$ cat config.mk
export PLATFORM = sky130hd
export DESIGN_NAME = imem_loader
export DESIGN_NICKNAME = d
export VERILOG_FILES = /design/src/rtl/imem_loader.sv
export SDC_FILE = /design/constraint.sdc
export NUM_CORES = 1
export LEC_CHECK = 0
export CAP_MARGIN = 40
export CORE_ASPECT_RATIO = 0.9
export CORE_UTILIZATION = 25
export DETAILED_ROUTE_END_ITERATION = 6
export HOLD_SLACK_MARGIN = 0.06
export SLEW_MARGIN = 40
export SYNTH_ARGS = -nofsm -noshare
export SYNTH_HDL_FRONTEND = slang
export SYNTH_SLANG_ARGS = --single-unit
$ cat constraint.sdc
create_clock -name clk -period 2.1 [get_ports clk]
set_clock_uncertainty 0.15 [all_clocks]
set_input_delay 0.42 -clock clk [delete_from_list [all_inputs] [get_ports clk]]
set_output_delay 0.42 -clock clk [all_outputs]
set_load 0.005 [all_outputs]
$ cat src/rtl/imem_loader.sv
`default_nettype none
// ============================================================================
// Module   : imem_loader
// Purpose  : Serial byte-stream loader for a 256 x 32 instruction memory.
//            Bytes are packed little-endian into words, written once per word,
//            and the core is held while a session runs.
//            Optional trailing XOR checksum byte: IMEM_LOADER_CHECKSUM_EN.
// Revision : 1.0 - initial release
// ============================================================================
module imem_loader (
  input  logic        clk,
  input  logic        rst,
  input  logic        start,
  input  logic [8:0]  load_len,
  input  logic        byte_valid,
  input  logic [7:0]  byte_data,
  output logic        byte_ready,
  output logic        mem_we,
  output logic [7:0]  mem_addr,
  output logic [31:0] mem_wdata,
  output logic        core_hold,
  output logic        done,
  output logic        err
);

  typedef enum logic [2:0] {
    S_IDLE  = 3'd0,
    S_RECV  = 3'd1,
    S_WRITE = 3'd2,
    S_CHK   = 3'd3,
    S_FIN   = 3'd4
  } state_t;

  state_t      r_state;
  state_t      w_next;
  logic [1:0]  r_byte_cnt;
  logic [8:0]  r_words_left;
  logic [7:0]  r_addr;
  logic [31:0] r_wdata;
  logic        w_start_ok;
  logic        w_take_data;
  logic        w_last_word;

  assign w_start_ok  = (r_state == S_IDLE) && start;
  assign w_take_data = (r_state == S_RECV) && byte_valid;
  assign w_last_word = (r_words_left == 9'd1);

  assign mem_addr  = r_addr;
  assign mem_wdata = r_wdata;

  always_ff @(posedge clk) begin
    if (rst) begin
      r_state <= S_IDLE;
    end else begin
      r_state <= w_next;
    end
  end

  always_comb begin
    w_next     = r_state;
    byte_ready = 1'b0;
    mem_we     = 1'b0;
    core_hold  = 1'b0;
    done       = 1'b0;
    case (r_state)
      S_IDLE: begin
        if (start) begin
          w_next = (load_len == 9'd0) ? S_FIN : S_RECV;
        end
      end
      S_RECV: begin
        byte_ready = 1'b1;
        core_hold  = 1'b1;
        if (byte_valid && (r_byte_cnt == 2'd3)) begin
          w_next = S_WRITE;
        end
      end
      S_WRITE: begin
        mem_we    = 1'b1;
        core_hold = 1'b1;
        if (w_last_word) begin
`ifdef IMEM_LOADER_CHECKSUM_EN
          w_next = S_CHK;
`else
          w_next = S_FIN;
`endif
        end else begin
          w_next = S_RECV;
        end
      end
      S_CHK: begin
        core_hold = 1'b1;
`ifdef IMEM_LOADER_CHECKSUM_EN
        byte_ready = 1'b1;
        if (byte_valid) begin
          w_next = S_FIN;
        end
`else
        w_next = S_FIN;
`endif
      end
      S_FIN: begin
        done   = 1'b1;
        w_next = S_IDLE;
      end
      default: begin
        w_next = S_IDLE;
      end
    endcase
  end

  // Bytes shift in from the top so the first byte ends up in bits 7:0.
  always_ff @(posedge clk) begin
    if (rst) begin
      r_byte_cnt   <= 2'd0;
      r_words_left <= 9'd0;
      r_addr       <= 8'd0;
      r_wdata      <= 32'd0;
    end else begin
      if (w_start_ok) begin
        r_byte_cnt   <= 2'd0;
        r_words_left <= load_len;
        r_addr       <= 8'd0;
      end
      if (w_take_data) begin
        r_wdata    <= {byte_data, r_wdata[31:8]};
        r_byte_cnt <= r_byte_cnt + 2'd1;
      end
      if (r_state == S_WRITE) begin
        r_addr       <= r_addr + 8'd1;
        r_words_left <= r_words_left - 9'd1;
      end
    end
  end

`ifdef IMEM_LOADER_CHECKSUM_EN
  logic [7:0] r_xor;
  logic       r_err;

  always_ff @(posedge clk) begin
    if (rst) begin
      r_xor <= 8'd0;
      r_err <= 1'b0;
    end else begin
      if (w_start_ok) begin
        r_xor <= 8'd0;
        r_err <= 1'b0;
      end
      if (w_take_data) begin
        r_xor <= r_xor ^ byte_data;
      end
      if ((r_state == S_CHK) && byte_valid && (byte_data != r_xor)) begin
        r_err <= 1'b1;
      end
    end
  end

  assign err = r_err;
`else
  assign err = 1'b0;
`endif

endmodule
`default_nettype wire

==> flow_summary.json <==
{
  "ys_warn_count": 0,
  "synth-seq-area-share_pct": 47.32,
  "die_h_microns": 92.69,
  "hpwl_mm": 4.279,
  "r2r-end": "mem_addr[7]",
  "yosys.area_share.simple_pct": 27.16,
  "initial_core_util_pct": 26.18,
  "nNetsFinal": 381,
  "rows": 32,
  "worst_hold_path.endpoint": "mem_addr[6]",
  "finalHoldViolCount": 0,
  "synth_top_family_by_area": "simple AND/OR/NAND/NOR gates",
  "wirelength_mm": 6.014,
  "hold_depth": 2,
  "rrSetupSlack_ns": 0.07,
  "muxShareOfSynthArea_pct": 0.4929,
  "num_vias": 2182,
  "synth_nets": 311,
  "total_power_mw": 1.974,
  "ys_seq_elements": 54,
  "core_area_sq_mm": 0.008728,
  "leakage_nw": 1.132,
  "synth.area.top_cells": "dfxtp_1 (47%), nand2_1 (13%), a21oi_1 (9.0%)",
  "max_freq_ghz": 0.4930,
  "gp_congestion": 0.8039,
  "power.density_mw_per_mm2": 606.4,
  "path_class": "flop to flop",
  "drive_gt1_share_pct": 10.39,
  "synth_top_cell_area_share_pct": 47.32,
  "cts_sinks": 54,
  "viasPerCell": 4.594,
  "max-cap-violations": 0,
  "cts_buffer_depth": 2,
  "synth_area_per_cell_sq_um": 7.988,
  "first_global_vias": 2027,
  "grt_max_degree": 35,
  "clk-insertion-delay-late_ns": 0.30,
  "final_common_cell": "nand2_1",
  "critPathRequiredTime_ns": 2.20,
  "reg2reg_from": "r_state[1]",
  "htree_levels": 2,
  "grt_pass1_wl_mm": 9.880,
  "synth-compound-area-share_pct": 17.36,
  "synth_xor_area_share_pct": 0,
  "drc": 0,
  "drtIter0Drc": 144,
  "post-place-cells": 465,
  "root_buffer": "clkbuf_8",
  "clk_pin_slew_worst_paths_ns": 0.09,
  "min_period_over_period_pct": 96.59,
  "max-vdd-ir-drop_mv": 0.3807,
  "cp.arrival_ns": 2.13,
  "critical_path.max_fanout": 11,
  "synth.cell_area_sq_mm": 0.002285,
  "hp-start": "rst",
  "yosysTopAreaCell": "dfxtp_1",
  "synth_cell_types": 41,
  "syn-instance-count": 286,
  "dieWidth_microns": 102.8,
  "setup_violations": 0,
  "grt_usage_pct": 13.19,
  "end_kind": "flop",
  "num_io_pins": 66,
  "critPathLaunchType": "flop",
  "reg2reg_depth": 6,
  "antenna_found_initial": 0,
  "ant_nets": 0,
  "drv_slew": 0,
  "numPortBuffers": 64,
  "cts_tree": "yes",
  "period_needed_ns": 2.028,
  "gr-total-overflow": 0,
  "status": "completed",
  "final_cell_mix": "nand2_1 (77), clkdlybuf4s50_1 (60), dfxtp_1 (52), a21oi_1 (41), nor2_1 (20)",
  "diodes": 0,
  "area_growth_pct": 42.50,
  "cts_made_buffers": 5,
  "hp-class": "primary input to flop",
  "rsz0062_at_grt": "no",
  "wl_per_cell_microns": 12.66,
  "dr.pass1.iters": 4,
  "fin_cells": 475,
  "die-area_sq_mm": 0.009525,
  "synth_fa_ha_area_share_pct": 2.191
}
[synthesized netlist by cell type (all sizes together)]
cell type   n
nand3b      1
nor3b       1
nand2      77
nor3        6
nand4b      1
nand2b      2
ha          4
mux2        1
o31a        1
nor2       21
a21oi      41
a311oi      4
a2111oi     1
nand3      10
o21ai       4
a22oi       1
inv         5
and3        1
conb        1
or4         2
nor4        5
a2bb2oi     2
or3b        1
a221oi      2
or4b        1
clkbuf      9
and2        2
dfxtp      54
and4        1
a31oi       4
o311ai      3
o211ai      1
a21bo       1
a211oi      1
nor4b       1
or3         2
buf        11
[worst max path at each step]
stage / startpoint / to / slack [ns] / cells after the start
finish: r_state[1] / mem_addr[7] / 0.07 / 6
global route: r_state[1] / mem_addr[7] / 0.02 / 6
CTS: r_state[0] / done / 0.006 / 4
detailed placement: start / r_words_left[0] / -0.03 / 5
global placement: start / r_words_left[2] / -0.01 / 6
floorplan: r_state[0] / mem_addr[6] / 0.29 / 5
[layer usage]
metal	up-vias	routed length (microns)	global-route usage (%)
met3	6	285	2.415
met1	988	2955	18.88
met2	64	2709	19.94
li1	1124	-	-
met5	-	0	0
met4	0	64	3.873
[state kept, by name (all words and copies together), names as in the netlist]
name and cells:
r_state 3, r_byte_cnt 2, mem_addr 8, mem_wdata 32
r_words_left 9
[worst max-delay path, cell delays in order (launching register included)]
cell,delay (ns)
dfxtp_2,0.35
or3b_4,0.40
buf_4,0.15
buf_4,0.16
nor4_1,0.32
mux2_2,0.37
nor2_1,0.08
[final cells by class]
| type | count | area (sq um) |
|---|---|---|
| Tap cell | 119 | 148.9 |
| Fill cell | 934 | 5473 |
| Inverter | 5 | 21.27 |
| Timing Repair Buffer | 83 | 798.3 |
| Sequential cell | 54 | 1084 |
| Clock buffer | 5 | 68.82 |
| Clock inverter | 2 | 38.79 |
| Multi-Input combinational cell | 207 | 1096 |
[cells by family (layout without fill, tap and decap cells)]
group / after synthesis / after routing
and+or+nand+nor: 135 / 135
AOI/OAI and AO/OA: 66 / 66
DFF: 54 / 54
other: 1 / 1
muxes: 1 / 1
buffers and inverters: 25 / 95
adders and majority gates: 4 / 4
[per-stage QoR]
stage          setup slack, ns  hold WS, ns  utilization [%]  area [sq um]  setup TNS [ns]
3_5_place_dp          -0.03192       0.2984            35.51          3099        -0.04998
4_1_cts               0.005584       0.2589            37.16          3243               0
5_1_grt                0.01522       0.2714            37.30          3256               0
3_3_place_gp          -0.01278       0.2938            35.51          3099        -0.01278
6_report               0.07158       0.2689            37.30          3256               0
2_1_floorplan           0.2938       0.3016                -          2285               0
[report_power, final]
part / switching [mW] / internal (mW)
Sequential: 0.0205 / 1.05
Combinational: 0.112 / 0.109
Clock: 0.335 / 0.351
Total: 0.467 / 1.51
[what timing repair did]
| action | CTS | global route |
|---|---|---|
| setup endpoints to repair | 3 | 2 |
| resized for setup | 9 | 3 |
| buffers inserted | 2 | 1 |
| hold buffers | 0 | 0 |
| endpoints found under the hold margin | 0 | 0 |
| gates cloned | 0 | 0 |
| pin swaps | 1 | 1 |
No activity file was read; power rests on OpenSTA's default activity.
